<file path="src/rtl/alu_issue_stage.sv">
// Operand-issue stage in front of the ALU: register file with writeback bypass,
// pending-write scoreboard for RAW stalls, and a registered valid/ready output.
module alu_issue_stage #(
    parameter int XLEN   = 32,
    parameter int NREG   = 32,
    parameter int ADDR_W = 5
) (
    input  logic              clk,
    input  logic              rst,
    input  logic              flush,
    input  logic              in_valid,
    output logic              in_ready,
    input  logic [3:0]        in_alu_sel,
    input  logic [ADDR_W-1:0] in_rs1,
    input  logic [ADDR_W-1:0] in_rs2,
    input  logic              in_use_imm,
    input  logic [XLEN-1:0]   in_imm,
    input  logic [ADDR_W-1:0] in_rd,
    input  logic              wb_en,
    input  logic [ADDR_W-1:0] wb_addr,
    input  logic [XLEN-1:0]   wb_data,
    output logic              out_valid,
    input  logic              out_ready,
    output logic [3:0]        ALU_Sel,
    output logic [XLEN-1:0]   operand_0,
    output logic [XLEN-1:0]   operand_1,
    output logic [ADDR_W-1:0] out_rd
);

    logic [XLEN-1:0]   regs_q [NREG];
    logic [XLEN-1:0]   regs_d [NREG];
    logic [NREG-1:0]   pending_q, pending_d;

    logic              out_valid_q, out_valid_d;
    logic [3:0]        alu_sel_q, alu_sel_d;
    logic [XLEN-1:0]   operand_0_q, operand_0_d;
    logic [XLEN-1:0]   operand_1_q, operand_1_d;
    logic [ADDR_W-1:0] out_rd_q, out_rd_d;

    logic              wb_wr;
    logic              rs1_busy, rs2_busy;
    logic              hazard, accept;
    logic [XLEN-1:0]   rs1_val, rs2_val;

    assign wb_wr = wb_en && (wb_addr != '0);

    // A writeback landing this cycle both bypasses the read and releases the stall.
    always_comb begin
        rs1_val = '0;
        rs2_val = '0;
        if (in_rs1 != '0)
            rs1_val = (wb_wr && wb_addr == in_rs1) ? wb_data : regs_q[in_rs1];
        if (in_rs2 != '0)
            rs2_val = (wb_wr && wb_addr == in_rs2) ? wb_data : regs_q[in_rs2];
        rs1_busy = pending_q[in_rs1] && !(wb_en && wb_addr == in_rs1);
        rs2_busy = pending_q[in_rs2] && !(wb_en && wb_addr == in_rs2);
        hazard   = in_valid && (rs1_busy || (!in_use_imm && rs2_busy));
        in_ready = (!out_valid_q || out_ready) && !hazard && !flush;
        accept   = in_valid && in_ready;
    end

    always_comb begin
        for (int i = 0; i < NREG; i++) begin
            regs_d[i] = regs_q[i];
            if (i != 0 && wb_wr && wb_addr == ADDR_W'(i))
                regs_d[i] = wb_data;
        end
    end

    // Set-on-accept overrides clear-on-writeback; flush wipes everything.
    genvar gi;
    generate
        for (gi = 0; gi < NREG; gi++) begin : g_pend
            if (gi == 0) begin : g_zero
                assign pending_d[gi] = 1'b0;
            end else begin : g_bit
                assign pending_d[gi] = !flush &&
                    ((accept && in_rd == ADDR_W'(gi)) ||
                     (pending_q[gi] && !(wb_en && wb_addr == ADDR_W'(gi))));
            end
        end
    endgenerate

    always_comb begin
        out_valid_d = out_valid_q;
        alu_sel_d   = alu_sel_q;
        operand_0_d = operand_0_q;
        operand_1_d = operand_1_q;
        out_rd_d    = out_rd_q;
        if (flush) begin
            out_valid_d = 1'b0;
        end else if (accept) begin
            out_valid_d = 1'b1;
            alu_sel_d   = in_alu_sel;
            operand_0_d = rs1_val;
            operand_1_d = in_use_imm ? in_imm : rs2_val;
            out_rd_d    = in_rd;
        end else if (out_ready) begin
            out_valid_d = 1'b0;
        end
    end

    always_ff @(posedge clk) begin
        if (rst) begin
            for (int i = 0; i < NREG; i++) regs_q[i] <= '0;
            pending_q   <= '0;
            out_valid_q <= 1'b0;
            alu_sel_q   <= '0;
            operand_0_q <= '0;
            operand_1_q <= '0;
            out_rd_q    <= '0;
        end else begin
            for (int i = 0; i < NREG; i++) regs_q[i] <= regs_d[i];
            pending_q   <= pending_d;
            out_valid_q <= out_valid_d;
            alu_sel_q   <= alu_sel_d;
            operand_0_q <= operand_0_d;
            operand_1_q <= operand_1_d;
            out_rd_q    <= out_rd_d;
        end
    end

    assign out_valid = out_valid_q;
    assign ALU_Sel   = alu_sel_q;
    assign operand_0 = operand_0_q;
    assign operand_1 = operand_1_q;
    assign out_rd    = out_rd_q;

endmodule

</file>
<file path="config.mk">
export PLATFORM = sky130hd
export DESIGN_NAME = alu_issue_stage
export DESIGN_NICKNAME = d
export VERILOG_FILES = /design/src/rtl/alu_issue_stage.sv
export SDC_FILE = /design/constraint.sdc
export NUM_CORES = 2
export LEC_CHECK = 0
export ABC_AREA = 1
export CAP_MARGIN = 20
export CORE_ASPECT_RATIO = 1.25
export CORE_UTILIZATION = 45
export CTS_CLUSTER_SIZE = 12
export DETAILED_ROUTE_END_ITERATION = 10
export SLEW_MARGIN = 20
export SYNTH_ARGS = -nofsm -noshare
export SYNTH_HDL_FRONTEND = slang
export SYNTH_SLANG_ARGS = --single-unit
</file>
<file path="constraint.sdc">
create_clock -name clk -period 2.8 [get_ports clk]
set_clock_uncertainty 0.1 [all_clocks]
set_input_delay 0.56 -clock clk [delete_from_list [all_inputs] [get_ports clk]]
set_output_delay 0.56 -clock clk [all_outputs]
set_load 0.01 [all_outputs]
</file>
==> flow_metrics.py <==
metrics = {
    "yosys": {
        "synth_cell_type_count": 37,
        "syn_inst": 6758,
        "syn_avg_cell_area_um2": 8.44,
        "syn_area_um2": 57000,
        "synth_nets": 6853,
        "synth_seq_cells": 1097,
        "yosys_warnings": 0,
        "yosysSeqAreaShare_pct": 55.9,
    },
    "flow_run": {
        "maxCapViolCount": 0,
    },
    "timing": {
        "slew-limit-headroom_pct": 50.1,
        "fmax_mhz": 369,
        "setup_viol": 0,
        "slew_viol_final": 0,
        "min_period_over_period_pct": 96.8,
        "finalHoldViolCount": 0,
        "fin_crit_ns": 2.71,
        "tightestPinTransition_ns": 0.745,
        "rsz0062_at_grt": "true",
        "tns_ns": 0,
    },
    "power_and_ir_drop": {
        "ir_worst_vdd_mv": 0.457,
        "power_frac_comb_pct": 16.6,
        "p_clk_share_pct": 36.2,
        "p_int_w": 0.0296,
        "p_per_area_nw_per_um2": 591,
        "power.net_switching_w": 0.0117,
        "swShare_pct": 28.3,
        "p_leak_nw": 27.1,
        "p_seq_share_pct": 47.2,
    },
    "setup_path": {
        "timing.rr.start": "pending_q[6]$_SDFF_PP0_",
        "cp_data_required_time_ns": 2.14,
        "endpoint_kind": "output port",
        "r2r_cells": 15,
        "rrSetupSlack_ns": 0.56,
        "arrival_ns": 2.05,
        "r2r-end": "operand_1[12]$_SDFFE_PP0P_",
        "crit_path_max_fanout": 3,
        "start_kind": "register",
        "setup.worst_path.class": "reg2out",
    },
    "placed_design": {
        "dp_hpwl_um": 163000,
        "gp_congestion": 0.973,
        "place.port_buffers": 169,
        "dpl_cell_area_um2": 66300,
    },
    "grt": {
        "grt_pass1_wl_um": 346000,
        "first_global_vias": 51070,
        "grt_max_degree": 86,
        "antenna_found_initial": 2,
        "track_usage_pct": 37.5,
        "grt.overflow.total": 0,
    },
    "clock_tree": {
        "htreeDepth": 3,
        "cts_buffer_depth": 3,
        "cts.sinks": 1097,
        "tritoncts": "yes",
        "root_buffer": "clkbuf_16",
        "cts_buffers": 114,
        "clk_pin_slew_ns": 0.06,
        "clk_latency_ns": 0.77,
    },
    "drt": {
        "vias": 54446,
        "drtAntennaViolNets": 0,
        "vias_per_cell": 6.09,
        "drt_iter0_drc": 8136,
        "first_pass_iters": 9,
        "drc_errors": 0,
        "wl_per_cell_um": 27.4,
        "drt-total-wl_um": 245000,
    },
    "min_path": {
        "hold_class": "in2reg",
        "worstHoldStart": "in_alu_sel[3]",
        "whs_endpoint": "ALU_Sel[3]$_SDFFE_PP0P_",
        "min_path_cells": 3,
    },
    "floorplanning": {
        "start_util_pct": 45.5,
        "die_y_um": 400,
        "io_pins": 170,
        "die-area_um2": 128000,
        "num_rows": 145,
        "core_um2": 125000,
        "die_w_um": 320,
    },
    "cells_and_area": {
        "drive_above_1_share_pct": 12.3,
        "final_area_um2": 69900,
        "nets": 7250,
        "area_growth_pct": 22.5,
    },
    "run_status": {
        "status": "completed",
    },
}
==> metrics by stage <==
step / setup WS [ns] / power (W) / cells / util (%) / hold WS [ns]
2_1_floorplan: 0.138 / 0.0228 / 6758 / - / 0.399
3_3_place_gp: -0.520 / 0.0263 / 8727 / 52.9 / 0.368
3_5_place_dp: -0.501 / 0.0264 / 8727 / 52.9 / 0.379
4_1_cts: 0.00309 / 0.0411 / 8935 / 55.7 / 0.256
5_1_grt: -0.0372 / 0.0423 / 8936 / 55.7 / 0.299
6_report: 0.0903 / 0.0413 / 8937 / 55.7 / 0.276
==> sequential cells by signal, summed over array words and instances, names as in the netlist <==
signal     flops
operand_0     32
out_rd         5
regs_q       992
out_valid      1
ALU_Sel        4
pending_q     31
operand_1     32
==> placed cells by master, fill, tap and decap left out, drive strengths merged, types with 9 or more instances in the layout <==
| cell type | n |
|---|---|
| o211ai | 284 |
| a21oi | 442 |
| o21ai | 704 |
| o221ai | 37 |
| nand4 | 62 |
| buf | 659 |
| a31oi | 9 |
| clkinv | 75 |
| clkbuf | 159 |
| nand2 | 1299 |
| edfxtp | 992 |
| clkdlybuf4s50 | 152 |
| inv | 439 |
| nor2 | 1344 |
| nand3 | 415 |
| dfxtp | 105 |
| o22ai | 26 |
==> cell usage after synthesis <==
cell type  instances  share of area (%)
nand3_2            1              0.018
nor2_1          1341                8.8
nor2_4             1              0.020
clkbuf_2           1             0.0088
nand3_1          414                3.6
nand4_4            1              0.037
nor3_1             2              0.018
nor2_2             2              0.022
a21boi_0           1              0.013
xor2_1             1              0.015
o21ai_0          689                6.0
o2111ai_1          1              0.015
a21oi_1          442                3.9
clkbuf_1         268                1.8
o221ai_1          37               0.57
buf_2            185                1.6
o22a_1             4              0.061
or2_2              4              0.044
nand4_1           61               0.67
buf_6              2              0.039
o21ai_1           15               0.13
o31ai_1            1              0.013
inv_1            427                2.8
nand2_1         1299                8.5
a22oi_1            3              0.039
nand3b_1           7              0.092
buf_1             62               0.41
dfxtp_1          105                3.7
inv_2             10              0.066
o211ai_1         284                3.7
buf_4             17               0.22
or2_0              3              0.033
o22ai_1           26               0.29
a31oi_1            9              0.099
edfxtp_1         992                 52
o21bai_1           3              0.039
clkinv_1          37               0.24
==> how the worst max path moves through the flow <==
stage,to,start,depth (start not counted)
floorplan,regs_q[11][0]$_SDFFCE_PN0P_,rst,5
finish,in_ready,pending_q[6]$_SDFF_PP0_,10
global placement,in_ready,wb_addr[0],10
global route,in_ready,pending_q[22]$_SDFF_PP0_,12
detailed placement,in_ready,wb_addr[0],10
CTS,in_ready,pending_q[2]$_SDFF_PP0_,12
==> cells by family after synthesis <==
kind of cell,after synthesis,share of synthesized area (%)
buffers and inverters,1009,7.19
xor gates and xnor gates,1,0.0154
AOI/OAI and AO/OA,1515,14.9
DFF,1097,55.9
and+or+nand+nor,3136,22.0
==> routing by layer <==
| layer | vias to the layer above | share of wire, % | global-route usage [%] |
|---|---|---|---|
| met5 | - | 0.0057 | 0 |
| met4 | 2 | 8.8 | 28.8 |
| met1 | 25899 | 35 | 46.1 |
| met2 | 3886 | 45 | 58.0 |
| li1 | 23769 | - | - |
| met3 | 890 | 12 | 7.62 |
==> power groups by stage <==
stage	Clock (W)	Sequential, W	Combinational, W
3_5_place_dp	0	0.0198	0.00661
4_1_cts	0.0149	0.0195	0.00664
3_3_place_gp	0	0.0198	0.00654
6_report	0.0150	0.0195	0.00684
5_1_grt	0.0155	0.0196	0.00716
2_1_floorplan	0	0.0197	0.00305
==> worst max-delay path: stages, from the launching register on <==
cell and delay, ns:
dfxtp_1 0.37, inv_1 0.06, nand2_1 0.06, nand3_1 0.06
a21oi_1 0.20, nor2_2 0.07, nand2_2 0.09, nand3_2 0.10
nand2_2 0.09, a21boi_2 0.05, buf_2 0.14
==> timing repair <==
action / 4_1_cts / 5_1_grt
buffers inserted: 1 / 1
gates cloned: 0 / 0
hold buffers: 0 / 0
gates resized for setup: 14 / 13
endpoints found under the hold margin: 0 / 0
setup endpoints to repair: 1 / 1
pin swaps: 6 / 8
==> area by class of cell <==
type	instances	area, um2
Tap cell	1690	2110
Clock buffer	159	3080
Sequential cell	1097	31900
Fill cell	11115	55500
Timing Repair Buffer	816	9320
Clock inverter	48	440
Inverter	474	1810
Antenna cell	1	2.50
Multi-Input combinational cell	4652	21200
No activity file was read; power rests on OpenSTA's default activity.
